==> src/rtl/rv32i_regfile_if.sv <==
// Write-back / read-select bus between the core (master) and the register file (slave).
interface rv32i_regfile_if #(
  parameter int XLEN = 32
);
  logic            wb_enable;
  logic [4:0]      wb_reg;
  logic [XLEN-1:0] wb_data;
  logic [4:0]      rs1_reg;
  logic [4:0]      rs2_reg;
  logic [XLEN-1:0] rs1_data;
  logic [XLEN-1:0] rs2_data;
  logic            ready;

  modport master (
    output wb_enable, wb_reg, wb_data, rs1_reg, rs2_reg,
    input  rs1_data, rs2_data, ready
  );

  modport slave (
    input  wb_enable, wb_reg, wb_data, rs1_reg, rs2_reg,
    output rs1_data, rs2_data, ready
  );
endinterface

==> src/rtl/rv32i_regfile.sv <==
// RV32I integer register file: one write port, two combinational read ports with
// same-cycle write bypass, and a post-reset sweep that zeroes x1..x(NREGS-1).
module rv32i_regfile #(
  parameter int XLEN           = 32,
  parameter int NREGS          = 32,
  parameter bit CLEAR_ON_RESET = 1'b1
) (
  input  logic            clk,
  input  logic            reset,
  rv32i_regfile_if.slave  rf
);
  localparam int         NPORTS = 2;
  localparam logic [4:0] LAST   = 5'(NREGS - 1);
  localparam logic [5:0] NR     = 6'(NREGS);

  typedef enum logic {INIT, RUN} state_t;

  state_t          state;
  logic [4:0]      clr_idx;
  logic            ready_q;
  logic            active;
  logic [XLEN-1:0] regs [NREGS];

  logic            we;
  logic [4:0]      wa;
  logic [XLEN-1:0] wd;

  logic [NPORTS-1:0][4:0]      rd_idx;
  logic [NPORTS-1:0][XLEN-1:0] rd_data;

  always_ff @(posedge clk) begin
    if (!reset) begin
      state   <= INIT;
      clr_idx <= 5'd1;
      ready_q <= 1'b0;
    end else begin
      case (state)
        INIT: begin
          if (!CLEAR_ON_RESET || clr_idx == LAST) begin
            state   <= RUN;
            ready_q <= 1'b1;
          end
          clr_idx <= clr_idx + 5'd1;
        end
        default: ready_q <= 1'b1;
      endcase
    end
  end

  // Single physical write port shared by the clearing sweep and core write-back.
  always_comb begin
    we = 1'b0;
    wa = rf.wb_reg;
    wd = rf.wb_data;
    if (reset) begin
      if (state == INIT) begin
        we = CLEAR_ON_RESET;
        wa = clr_idx;
        wd = '0;
      end else if (rf.wb_enable && rf.wb_reg != 5'd0) begin
        we = 1'b1;
      end
    end
  end

  always_ff @(posedge clk) begin
    if (we && wa != 5'd0 && {1'b0, wa} < NR) regs[wa] <= wd;
  end

  // Gating with reset keeps outputs quiet during the reset-low cycle itself.
  assign active   = ready_q & reset;
  assign rf.ready = active;
  assign rd_idx   = {rf.rs2_reg, rf.rs1_reg};

  for (genvar p = 0; p < NPORTS; p++) begin : g_rd
    always_comb begin
      rd_data[p] = '0;
      if (active && rd_idx[p] != 5'd0) begin
        if (rf.wb_enable && rf.wb_reg == rd_idx[p]) rd_data[p] = rf.wb_data;
        else if ({1'b0, rd_idx[p]} < NR)             rd_data[p] = regs[rd_idx[p]];
      end
    end
  end

  assign rf.rs1_data = rd_data[0];
  assign rf.rs2_data = rd_data[1];
endmodule

==> src/flat_wrapper.sv <==
// flat-port wrapper written by rule: the top's interface ports become plain ports
module rv32i_regfile_flat 
#(
  parameter int XLEN           = 32,
  parameter int NREGS          = 32,
  parameter bit CLEAR_ON_RESET = 1'b1
)
  (clk, reset, rf_wb_enable, rf_wb_reg, rf_wb_data, rf_rs1_reg, rf_rs2_reg, rf_rs1_data, rf_rs2_data, rf_ready);
  rv32i_regfile_if #(.XLEN(XLEN)) rf_i ();
  input  logic clk;
  input  logic reset;
  input wire logic [$bits(rf_i.wb_enable)-1:0] rf_wb_enable;
  input wire logic [$bits(rf_i.wb_reg)-1:0] rf_wb_reg;
  input wire logic [$bits(rf_i.wb_data)-1:0] rf_wb_data;
  input wire logic [$bits(rf_i.rs1_reg)-1:0] rf_rs1_reg;
  input wire logic [$bits(rf_i.rs2_reg)-1:0] rf_rs2_reg;
  output wire logic [$bits(rf_i.rs1_data)-1:0] rf_rs1_data;
  output wire logic [$bits(rf_i.rs2_data)-1:0] rf_rs2_data;
  output wire logic [$bits(rf_i.ready)-1:0] rf_ready;
  assign rf_i.wb_enable = rf_wb_enable;
  assign rf_i.wb_reg = rf_wb_reg;
  assign rf_i.wb_data = rf_wb_data;
  assign rf_i.rs1_reg = rf_rs1_reg;
  assign rf_i.rs2_reg = rf_rs2_reg;
  assign rf_rs1_data = rf_i.rs1_data;
  assign rf_rs2_data = rf_i.rs2_data;
  assign rf_ready = rf_i.ready;
  rv32i_regfile #(.XLEN(XLEN), .NREGS(NREGS), .CLEAR_ON_RESET(CLEAR_ON_RESET)) u_core (.clk(clk), .reset(reset), .rf(rf_i));
endmodule
==> config.mk <==
export PLATFORM = sky130hd
export DESIGN_NAME = rv32i_regfile_flat
export DESIGN_NICKNAME = d
export VERILOG_FILES = /design/src/rtl/rv32i_regfile_if.sv /design/src/rtl/rv32i_regfile.sv /design/src/flat_wrapper.sv
export SDC_FILE = /design/constraint.sdc
export NUM_CORES = 1
export LEC_CHECK = 0
export BUFFER_PORTS_ARGS = -buffer_cell sky130_fd_sc_hd__buf_4
export CAP_MARGIN = 10
export CELL_PAD_IN_SITES_DETAIL_PLACEMENT = 0
export CELL_PAD_IN_SITES_GLOBAL_PLACEMENT = 1
export CORE_MARGIN = 1
export CORE_UTILIZATION = 41
export CTS_BUF_LIST = sky130_fd_sc_hd__clkbuf_16
export DETAILED_ROUTE_END_ITERATION = 8
export PLACE_DENSITY = 0.66
export REMOVE_ABC_BUFFERS = 1
export SLEW_MARGIN = 20
export SYNTH_ARGS = -nofsm -noshare
export SYNTH_HDL_FRONTEND = slang
export SYNTH_SLANG_ARGS = --single-unit
==> constraint.sdc <==
create_clock -name clk -period 7.9 [get_ports clk]
set_input_delay 0.395 -clock clk [delete_from_list [all_inputs] [get_ports clk]]
set_output_delay 0.395 -clock clk [all_outputs]
set_load 0.01 [all_outputs]
## Word-level counts from Yosys, hierarchy flattened

Memory sizes are Yosys's and may differ from the RTL's.
Index checks and enable logic that the tools add are counted.
W data, S select, Z words.

- Input port bits: 50
- Word-level logic and storage cells: 37
- Memories kept: 1
- Memory bits (writable): 1024
- Flip-flop bits (word level): 7

Memories:

| memory | words | bits a word | read ports | clocked after memory_dff | wr ports | RTL line | RTL |
|---|---|---|---|---|---|---|---|
| u_core.regs | 32 | 32 | 2 | 0 | 1 | rv32i_regfile.sv:22 | `logic [XLEN-1:0] regs [NREGS];` |

- Equality and inequality tests: 3
- $add $sub $neg: 1
- Muxes and demuxes: 17
- Bitwise logic cells: 1
- Reduce and logical (&&, ||, !) cells: 11

Operator list:

| cell | count |
|---|---|
| $mux W32 | 6 |
| $reduce_bool A5 Y1 | 4 |
| $eq A5 B5 Y1 | 2 |
| $mux W5 | 2 |
| $mux W1 | 9 |
| $logic_and A1 B1 Y1 | 6 |
| $add A5 B1 Y5 const B | 1 |
| $eq A5 B5 Y1 const B | 1 |
| $reduce_bool A2 Y1 | 1 |
| $and A1 B1 Y1 | 1 |

## Depth between registers and ports, before layout

- Depth after elaboration: 8
- Gate-level depth with buffers: 10
- Mapped depth without buffers: 5

## Worst setup path after synthesis

OpenSTA, ideal clock, no wires.

- Path kind: register to register
- Start point: reg u_core.state
- End point: mem u_core.regs[8][0], enable pin
- Setup slack: 4.445 ns
- Library setup time: 0.421 ns
- Arrival time: 3.034 ns
- Stages on the path, launching flop included: 8
- Required time: 7.479 ns
- Cells stage by stage: dfxtp_1 > clkbuf_1 > nand2b_1 > clkbuf_1 > mux2_1 > nand2_1 > nand3_1 > nor2_1

- Longest elaborated chain between the ends: 6

Ends and longest elaborated chain:

| what | RTL line | RTL |
|---|---|---|
| start, declared | rv32i_regfile.sv:18 | `state_t state;` |
| start signal, assigned | rv32i_regfile.sv:33 | `state <= INIT;` |
| start signal, assigned | rv32i_regfile.sv:40 | `state <= RUN;` |
| $mux W5 | rv32i_regfile.sv:56 | `if (state == INIT) begin` |
| $mux W5 | rv32i_regfile.sv:55 | `if (reset) begin` |
| $reduce_bool A5 Y1 | rv32i_regfile.sv:67 | `if (we && wa != 5'd0 && {1'b0, wa} < NR) regs[wa] <= wd;` |
| $logic_and A1 B1 Y1 | rv32i_regfile.sv:67 |  |
| $mux W1 | rv32i_regfile.sv:67 |  |
| $mux W1 (implied by the code) | rv32i_regfile.sv:67 |  |
| end, declared | rv32i_regfile.sv:22 |  |

Several ways; a longest one is shown, not always the timed one.

## Worst setup path after layout

- Start point: reg u_core.state
- End point: mem u_core.regs[5][9], enable pin

Same word-level chain as after synthesis.

==> flow_summary.ini <==
[place]
place_congestion = 0.833
dpl.hpwl_um = 84600
numPortBuffers = 114
dpl_worst_slack_ps = 3560
post_dp_cell_area_um2 = 51300

[die]
die-height_um = 346
initial_core_util = 0.415
dieWidth_um = 346
rows = 125
coreArea_um2 = 117000
io_pins = 115
die-area_um2 = 120000

[pwr]
swShare = 0.227
pwr-share-comb = 0.080
switching_power_mw = 2.71
p_total_mw = 12.0
max-vdd-ir-drop_mv = 0.162
pwr-share-clk = 0.408
p_per_area_nw_per_um2 = 219
p_leak_nw = 18.0
seq_power_share = 0.512
power.internal_mw = 9.24

[synth]
synth_seq_cells = 1031
syn_inst = 2581
synth.largest_area_cell = edfxtp_1
netlist_top_cells_area = edfxtp_1 (63%), mux4_2 (21%), mux2i_1 (4.8%), a22oi_1 (1.4%), a21oi_1 (0.97%)
async_flop_share = 0
synth-edff-count = 1024
synthFlopType = edfxtp_1
yosysTopAreaCellShare = 0.635
avgSynthCellArea_um2 = 18.8
ys_types = 55
netlist_area_um2 = 48400
ys_warn_count = 0
yosysSeqAreaShare = 0.638

[layout]
multiInputGateArea_um2 = 17000
area_delta_synth_final_pct = 12.9
fin_util = 0.469
final_area_um2 = 54700
nFillCells = 9706
seq_area_um2 = 30900
drive_above_1_share = 0.305
nNetsFinal = 2749

[critical_path]
cp.required_ps = 8210
crit_type = reg -> reg
cp_cell_sequence = nand2b_2 -> buf_4 -> mux2i_1 -> nand2_1 -> nor2_4 -> buf_4
endpoint_kind = flop
arrival_ps = 4800
cpMostUsedCell = buf_4
critical_path_peak_fanout = 29
crit_path_max_incr_delay_ps = 930
critPathLaunchType = flop
worstRegToRegCells = 6
critPathSlowestCell = nor2_4

[route]
post_drt_via_cell_ratio = 6.57
ant_nets = 0
wl_per_cell_um = 35.9
drc_errors = 0
vias = 28300
firstDrtPassIters = 5
drt-total-wl_um = 154000
detail_route.iter0.violations = 3434

[timing]
drv_slew = 0
max_freq_mhz = 222
maxSlewHeadroom = 0.212
fin_crit_ps = 4500
finClkSkew_ps = 17.4
setup_viol = 0
hold_viol = 0
worstMarginPinSlew_ps = 1170
fin_crit_sh = 0.569
rsz0062_at_grt = false
finalSetupTns_ps = 0
setup_slack_ps = 3400

[clock_tree]
clkTransAtPathRegs_ps = 60
numCtsBuffers = 108
htree_levels = 3
insertion_delay_ps = 690
cts_buffer_depth = 3
cts_root_buf = clkbuf_16
ctsResizeCount = 0
cts_tree = built
cts.sinks = 1031
cts_setup_buffers = 0
holdBufCountCts = 1

[job]
maxCapViolCount = 0

[grt]
grt_max_degree = 91
grt_usage = 0.256
grt-ovfl-total = 0
antenna_found_initial = 1
grt_pass1_vias = 29000
grt_pass1_wl_um = 218000

[outcome]
status = finished clean

[worst_hold_path]
min_path_type = in -> reg
hold_depth = 2
-- layer usage --
| metal | wire length, um | up-vias | share of wire | global-route usage |
|---|---|---|---|---|
| li1 | - | 11200 | - | - |
| met2 | 74900 | 1567 | 0.49 | 0.418 |
| met3 | 14100 | 311 | 0.091 | 0.0479 |
| met5 | 0 | - | 0 | 0 |
| met1 | 59000 | 15200 | 0.38 | 0.338 |
| met4 | 6370 | 0 | 0.041 | 0.103 |
-- power groups by stage --
stage / combinational [mW] / sequential, mW / clock [mW]
global route: 1.01 / 6.12 / 5.14
detailed placement: 0.958 / 6.23 / 0
global placement: 0.947 / 6.23 / 0
finish: 0.962 / 6.12 / 4.88
floorplan: 0.491 / 6.22 / 0
CTS: 0.962 / 6.12 / 4.94
-- logic make-up (layout without fill, tap and decap cells) --
logic type                 Yosys count  count (layout)  synth area share
buffers and inverters              215             383            0.0207
muxes                              688             688             0.259
xor gates and xnor gates            12              12           0.00217
adders and majority gates            2               2          0.000517
AOI/OAI and AO/OA                  368             368            0.0535
and+or+nand+nor                    264             264            0.0267
DFF                               1031            1031             0.638
other                                1              34         0.0000774
-- critical path, delay by kind of cell, from the launching register on --
| kind | cells | cell delay (ps) |
|---|---|---|
| buffers and inverters | 2 | 1170 |
| flip-flops | 1 | 510 |
| multiplexers | 1 | 320 |
| AND/OR/NAND/NOR | 3 | 2040 |
-- cells in the final DEF, fill, tap and decap left out, types with 19 or more instances in the layout --
master     count
inv_1         23
nand2_1       97
mux4_2       450
nor3_1        25
clkinv_1      28
nor2_4        33
edfxtp_1    1024
buf_4        174
o22ai_1       22
conb_1        32
a22oi_1       92
a21oi_1       94
o211ai_1      34
clkinv_2      19
clkbuf_16    113
a22o_1        32
o2111ai_1     21
nor2b_1       33
mux2i_1      234
a211o_1       30
-- cells in the mapped netlist (2+ instances only) --
master     number
o21ai_0        14
a211oi_1       10
mux2_2          3
a22o_1         32
a22oi_1        92
nor2_1         38
inv_1           3
a221oi_1       11
nand3_1         3
nor2b_1        38
a21oi_1        94
and2_1         35
a21boi_0        2
buf_2          66
nand3b_1        4
ha_1            2
mux2i_1       234
buf_1          11
dfxtp_1         7
nand4_1         2
and2_0          2
buf_6           7
xnor2_1        11
edfxtp_1     1024
nor3_1         25
clkbuf_1      118
or4_1           2
o2111ai_1      21
nor4b_1         2
nand2b_1        7
nor4_1          2
o22ai_1        22
mux4_2        450
a211o_1        30
nand2_1        98
o211ai_1       34
buf_8           2
buf_4           6
-- final timing paths --
path                                   startpoint                   to  slack (ps)
worst max-delay path                 u_core.state    u_core.regs[5][9]        3400
worst min-delay path               rf_wb_data[12]  u_core.regs[19][12]         330
worst max register to register       u_core.state    u_core.regs[5][9]        3400
worst min register to register  u_core.clr_idx[0]    u_core.clr_idx[0]         540
-- through the flow --
stage,std cells,hold slack (ps)
finish,4306,328
detailed placement,4108,519
floorplan,2401,457
global route,4304,319
global placement,4108,506
CTS,4302,473
-- registers in the layout, indices dropped and copies added, names as in the netlist --
| register | cells |
|---|---|
| u_core.state | 1 |
| u_core.clr_idx | 5 |
| u_core.regs | 1024 |
| u_core.ready_q | 1 |
-- area by class of cell --
class | count | share of cell area
inverters | 4 | 0.000320
clock inverters | 80 | 0.00977
repair buffers | 186 | 0.0276
clock buffers | 113 | 0.0517
multi-input cells | 1366 | 0.311
diodes | 2 | 0.0000915
well taps | 1524 | 0.0349
flip-flops and latches | 1031 | 0.565
(Power assumes the default switching activity.)
